==> src/rtl/param_mem.sv <==
// Parameterised single-port RAM: byte-masked writes, read-first, 1- or 2-cycle read latency.
// Optional access counters (wr_cnt/rd_cnt) are compiled in when PARAM_MEM_STATS_EN is defined.
module param_mem #(
  parameter int unsigned DATA_W   = 32,
  parameter int unsigned DEPTH    = 16,
  parameter int unsigned ADDR_W   = $clog2(DEPTH),
  parameter int unsigned READ_LAT = 1
) (
  input  logic                clk,
  input  logic                rst,
  input  logic                en,
  input  logic                wr_en,
  input  logic [ADDR_W-1:0]   addr,
  input  logic [DATA_W-1:0]   data_in,
  input  logic [DATA_W/8-1:0] byte_en,
  output logic [DATA_W-1:0]   data_out,
  output logic                valid_out,
  output logic                addr_err
`ifdef PARAM_MEM_STATS_EN
  ,
  output logic [15:0]         wr_cnt,
  output logic [15:0]         rd_cnt
`endif
);

  localparam int unsigned NBYTES = DATA_W / 8;

  logic [DATA_W-1:0] r_mem [DEPTH];
  logic [DATA_W-1:0] r_data_out;
  logic              r_valid_out;
  logic              r_addr_err;

  logic              w_in_range;
  logic              w_wr;
  logic              w_rd;
  logic [DATA_W-1:0] w_mem_word;
  logic              w_out_valid;
  logic [DATA_W-1:0] w_out_data;

  // Request decode; out-of-range reads see zero instead of indexing past the array
  assign w_in_range = (32'(addr) < 32'(DEPTH));
  assign w_wr       = en & wr_en & w_in_range;
  assign w_rd       = en & ~wr_en;
  assign w_mem_word = w_in_range ? r_mem[addr] : '0;

  always_ff @(posedge clk or posedge rst) begin
    if (rst) begin
      for (int i = 0; i < int'(DEPTH); i++) begin
        r_mem[i] <= '0;
      end
    end else if (w_wr) begin
      for (int b = 0; b < int'(NBYTES); b++) begin
        if (byte_en[b]) begin
          r_mem[addr][8*b +: 8] <= data_in[8*b +: 8];
        end
      end
    end
  end

  generate
    if (READ_LAT == 2) begin : g_lat2
      logic              r_p_valid;
      logic [ADDR_W-1:0] r_p_addr;
      logic [DATA_W-1:0] r_p_word;

      // Array is sampled at the request edge, so a later write cannot leak into this read
      always_ff @(posedge clk or posedge rst) begin
        if (rst) begin
          r_p_valid <= 1'b0;
          r_p_addr  <= '0;
          r_p_word  <= '0;
        end else begin
          r_p_valid <= w_rd;
          if (w_rd) begin
            r_p_addr <= addr;
            r_p_word <= w_mem_word;
          end
        end
      end

      assign w_out_valid = r_p_valid;
      assign w_out_data  = (32'(r_p_addr) < 32'(DEPTH)) ? r_p_word : '0;
    end else begin : g_lat1
      assign w_out_valid = w_rd;
      assign w_out_data  = w_mem_word;
    end
  endgenerate

  // Output stage: data holds its last read value between valid cycles
  always_ff @(posedge clk or posedge rst) begin
    if (rst) begin
      r_data_out  <= '0;
      r_valid_out <= 1'b0;
      r_addr_err  <= 1'b0;
    end else begin
      r_valid_out <= w_out_valid;
      r_addr_err  <= en & ~w_in_range;
      if (w_out_valid) begin
        r_data_out <= w_out_data;
      end
    end
  end

  assign data_out  = r_data_out;
  assign valid_out = r_valid_out;
  assign addr_err  = r_addr_err;

`ifdef PARAM_MEM_STATS_EN
  logic [15:0] r_wr_cnt;
  logic [15:0] r_rd_cnt;

  always_ff @(posedge clk or posedge rst) begin
    if (rst) begin
      r_wr_cnt <= '0;
      r_rd_cnt <= '0;
    end else begin
      if (w_wr) begin
        r_wr_cnt <= r_wr_cnt + 16'd1;
      end
      if (w_rd & w_in_range) begin
        r_rd_cnt <= r_rd_cnt + 16'd1;
      end
    end
  end

  assign wr_cnt = r_wr_cnt;
  assign rd_cnt = r_rd_cnt;
`endif

endmodule

==> config.mk <==
export PLATFORM = sky130hd
export DESIGN_NAME = param_mem
export DESIGN_NICKNAME = d
export VERILOG_FILES = /design/src/rtl/param_mem.sv
export SDC_FILE = /design/constraint.sdc
export NUM_CORES = 1
export LEC_CHECK = 0
export ABC_AREA = 1
export BUFFER_PORTS_ARGS = -buffer_cell sky130_fd_sc_hd__buf_2
export CAP_MARGIN = 0
export CORE_AREA = 5 5 294 296
export CTS_CLUSTER_DIAMETER = 50
export DETAILED_ROUTE_END_ITERATION = 16
export DIE_AREA = 0 0 299 301
export SETUP_SLACK_MARGIN = 0.3
export SLEW_MARGIN = 25
export SYNTH_ARGS = -nofsm -noshare
export SYNTH_HDL_FRONTEND = slang
export SYNTH_SLANG_ARGS = --single-unit
==> constraint.sdc <==
create_clock -name clk -period 43 [get_ports clk]
set_input_delay 2.15 -clock clk [delete_from_list [all_inputs] [get_ports clk]]
set_output_delay 2.15 -clock clk [all_outputs]
set_load 0.05 [all_outputs]
======== After elaboration in Yosys (flattened, before gate mapping) ========
Cells that the tools add are included.
cells by class
  magnitude comparators ................... 2
  mux-type cells .......................... 22
  reduce and logical (&&, ||, !) cells .... 1
  bitwise operators ....................... 4
operators by type and width
  cell                number
  $mux 512            7
  $bwmux 512          4
  $demux 32 s4        4
  $bmux 32 s4         1
  $mux 32             3
  $mux 24             1
  $mux 16             1
  $mux 8              1
  $ge 5x5->1 const B  1
  $lt 5x1->1 const B  1
  $not 4->5           1
  $and 1x1->1         2
  $logic_and 1x1->1   1
  $not 1->1           1
word-level totals
  flip-flop bits (word level) ............. 545
  word-level logic and storage cells ...... 47
  output and inout bits ................... 34

======== Longest topological paths before layout ========
  depth in word-level cells ............... 16
  depth in mapped cells ................... 12

======== Worst setup path before layout ========
OpenSTA, ideal clock, no wires.
  kind .................................... input to register
  start ................................... input addr[1]
  end ..................................... register r_mem[351] (netlist bit)
  required time ........................... 42867 ps
  arrival ................................. 3160 ps
  stages .................................. 8
  slack ................................... 39707 ps
  path through ............................ buf_2 > inv_2 > nand2_1 > nor2_1 > nand2_1 > clkbuf_1 > nand2_1 > o21ai_0
between the ends
  cells in the longest elaborated chain, start to end .. 13
RTL lines
  item                                 RTL line  text
  start, declared                      13        input logic [ADDR_W-1:0] addr,
  $not 4->5 (implied by the code) (*)  54        r_mem[addr][8*b +: 8] <= data_in[8*b +: 8];
  $demux 32 s4                         54
  $bwmux 512                           54
  $mux 512                             53        if (byte_en[b]) begin
  $mux 512                             51        end else if (w_wr) begin
  $bwmux 512                           54
  $mux 512                             53
  $mux 512                             51
  $bwmux 512                           54
  $mux 512                             53
  $mux 512                             51
  $bwmux 512                           54
  $mux 512 (*)                         53
  end signal, assigned by index        54
  end, declared                        28        logic [DATA_W-1:0] r_mem [DEPTH];
Every way passes the cells marked *; elsewhere a longest branch is shown, timed or not. The select of a mux whose other input is x is not followed.
A chain may end at the register's enable or synchronous reset.

==> results.toml <==
[status]
outcome = "complete, no violations"

[critical_path]
arrival_ns = 5.70
reg2reg_depth = 8
cp.depth = 6
cp_slowest_cell = "buf_4"
path_class = "in -> async"
cp_top_family = "buffers and inverters"
endpoint = "data_out[9]"
crit_chain = "buf_2, inv_8, buf_6, buf_4, buf_12, buf_6"
startpoint = "rst"
r2r_start = "r_mem[137]"
cpPeakStageDelay_ns = 0.74
path_common_cell = "buf_6"
critPathMaxFanout = 159
reg2reg_to = "data_out[9]"
cp.required_ns = 43.70
ff2ff_setup_slack_ns = 41.68
critPathLaunchType = "input pin"
crit_path_end_kind = "async pin"
crit_buf_inv = 6

[clocking]
post_cts_buffers = 0
clock_path_buffers = 3
postCtsResizedCells = 0
cts_tree = "built"
cts_buffers = 59
cts_sinks = 545
worst_skew_pair.late_latency_ns = 0.63
holdBufCountCts = 0
clock-root-buffer = "clkbuf_16"
htree_levels = 2
cts.clk_slew.worst_paths_ns = 0.06

[drt]
vias = 20900
drtPass1Iterations = 5
wl_per_cell_um = 16.8
ant_nets = 0
drtIter0Drc = 2033
drc = 0
vias_per_cell = 4.85
routed_wl_um = 72600

[yosys]
syn_nets = 3277
seq_area_frac_synth_pct = 55.1
synthesis.area_mm2 = 0.0248
syn-instance-count = 3233
ys_ff_latch = 545
yosysWarnings = 0
ys_types = 15
syn_area_per_cell_um2 = 7.66

[sta]
hold_ws_ns = 0.480
slew_headroom_pct = 30.2
hold_viol_final = 0
rsz0062_at_grt = "false"
tns_ns = 0
timing.fmax_mhz = 200
final_max_slew_viol_count = 0
clock_skew_ns = 0.0148
fin_crit_ns = 5.00
period_share_pct = 11.6
tightest_slew_ns = 1.04
setup-violations-final = 0

[global_route]
use_met1_pct = 22.6
grt_pass1_wl_um = 116000
grtUsageMet2_pct = 25.6
top_usage_layer = "met2"
grtUsageTotal_pct = 16.0
grt_start_max_net_pins = 160
antenna_found_initial = 7
globalRouteMet3Util_pct = 3.11
first_global_vias = 19800
grt_overflow = 0

[floorplanning]
start_util_pct = 29.7
core_area_mm2 = 0.0833
dieArea_mm2 = 0.0900
die_h_um = 301
rows = 106
io_pins = 78
dieWidth_um = 299

[power_and_ir_drop]
max-vdd-ir-drop_mv = 0.0282
power_mw = 1.30
powerDensity_mw_per_mm2 = 46.6
p_leak_nw = 13.7

[layout]
nets = 3225
syn_to_final_growth_pct = 12.4
drive_gt1_share_pct = 6.07
fillers = 8838

[worst_hold_path]
hold_class = "reg -> reg"
min_path_cells = 2

[placed_design]
dp_hpwl_um = 42700
place_congestion = 0.780
io_buffers = 76

[run]
cap_violations = 0
[per-layer routing]
layer,routed length [um],part of all wire [%],vias to the layer above
li1,-,-,10200
met1,33900,47,10000
met2,32600,45,560
met3,4400,6.1,117
met4,1630,2.2,6
met5,34,0.047,-
[where the power goes]
group          internal, mW  switching (mW)  leakage, nW
registers             0.579          0.0344         7.23
logic                0.0537           0.115         5.47
clock network         0.307           0.209        0.977
total                 0.940           0.358         13.7
[flip-flops by register name (all words and copies together) (netlist names)]
name	count
valid_out	1
r_mem	512
data_out	32
[final cells by class]
cell class / count / area, um2 / share of cell area, %
tap: 1080 / 1350 / 4.85
clock buffer: 90 / 1730 / 6.23
timing repair buffer: 99 / 622 / 2.23
antenna: 4 / 10.0 / 0.0359
multi-input combinational: 2431 / 10100 / 36.2
clock inverter: 19 / 239 / 0.858
sequential: 545 / 13600 / 49.0
inverter: 45 / 189 / 0.678
[Yosys cell counts]
library cell / number / share of area, %
buf_1: 15 / 0.23
buf_2: 77 / 1.6
buf_4: 5 / 0.15
clkbuf_1: 115 / 1.7
clkinv_1: 1 / 0.015
conb_1: 1 / 0.015
dfrtp_1: 545 / 55
inv_1: 43 / 0.65
inv_2: 1 / 0.015
nand2_1: 1607 / 24
nand3_1: 160 / 3.2
nand4_1: 32 / 0.81
nor2_1: 117 / 1.8
nor2_2: 2 / 0.051
o21ai_0: 512 / 10
[worst min-delay path, delay by kind of cell, from the launching register on]
family           cells  cell delay (ns)
AND/OR/NAND/NOR      1             0.05
AO/OA/AOI/OAI        1             0.05
flip-flops           1             0.34
[layout by cell type, fill, tap and decap left out, types with 2 or more instances in the layout]
master        n
dfrtp_1     545
buf_6         3
clkinv_2     11
nand4_1      32
bufinv_16     5
clkbuf_1     18
nand3_1     160
o21ai_0     512
buf_2        74
nor2_1      116
diode_2       4
clkbuf_8     12
inv_6         3
inv_8         2
clkbuf_16    60
buf_12        2
nor2_4        3
buf_4        18
nand2_1    1607
inv_1        42
[per-stage QoR]
step	util [%]	std cells	setup WS, ns	area [um2]
final	33.4	4313	38.00	27900
after global routing	33.4	4310	37.29	27800
after CTS	33.4	4308	37.11	27800
after detailed placement	31.0	4199	36.45	25800
after global placement	31.0	4198	36.43	25800
after floorplan	-	3233	25.61	24800
[how the worst min path moves through the flow]
| stage | to | slack [ns] | startpoint |
|---|---|---|---|
| after detailed placement | r_mem[196] | 0.47 | r_mem[196] |
| after global placement | r_mem[200] | 0.47 | r_mem[200] |
| after floorplan | r_mem[0] | 0.45 | r_mem[0] |
| after global routing | r_mem[261] | 0.49 | r_mem[261] |
| after CTS | r_mem[132] | 0.49 | r_mem[132] |
| final | r_mem[460] | 0.48 | r_mem[460] |
[logic make-up after synthesis]
| kind of cell | count (synthesis) | share of synthesized area [%] |
|---|---|---|
| other | 1 | 0.0151 |
| DFF | 545 | 55.1 |
| and+or+nand+nor | 1918 | 30.2 |
| buffers and inverters | 257 | 4.36 |
| AOI/OAI and AO/OA | 512 | 10.3 |
Note: power is estimated with default switching activity, not from simulation.
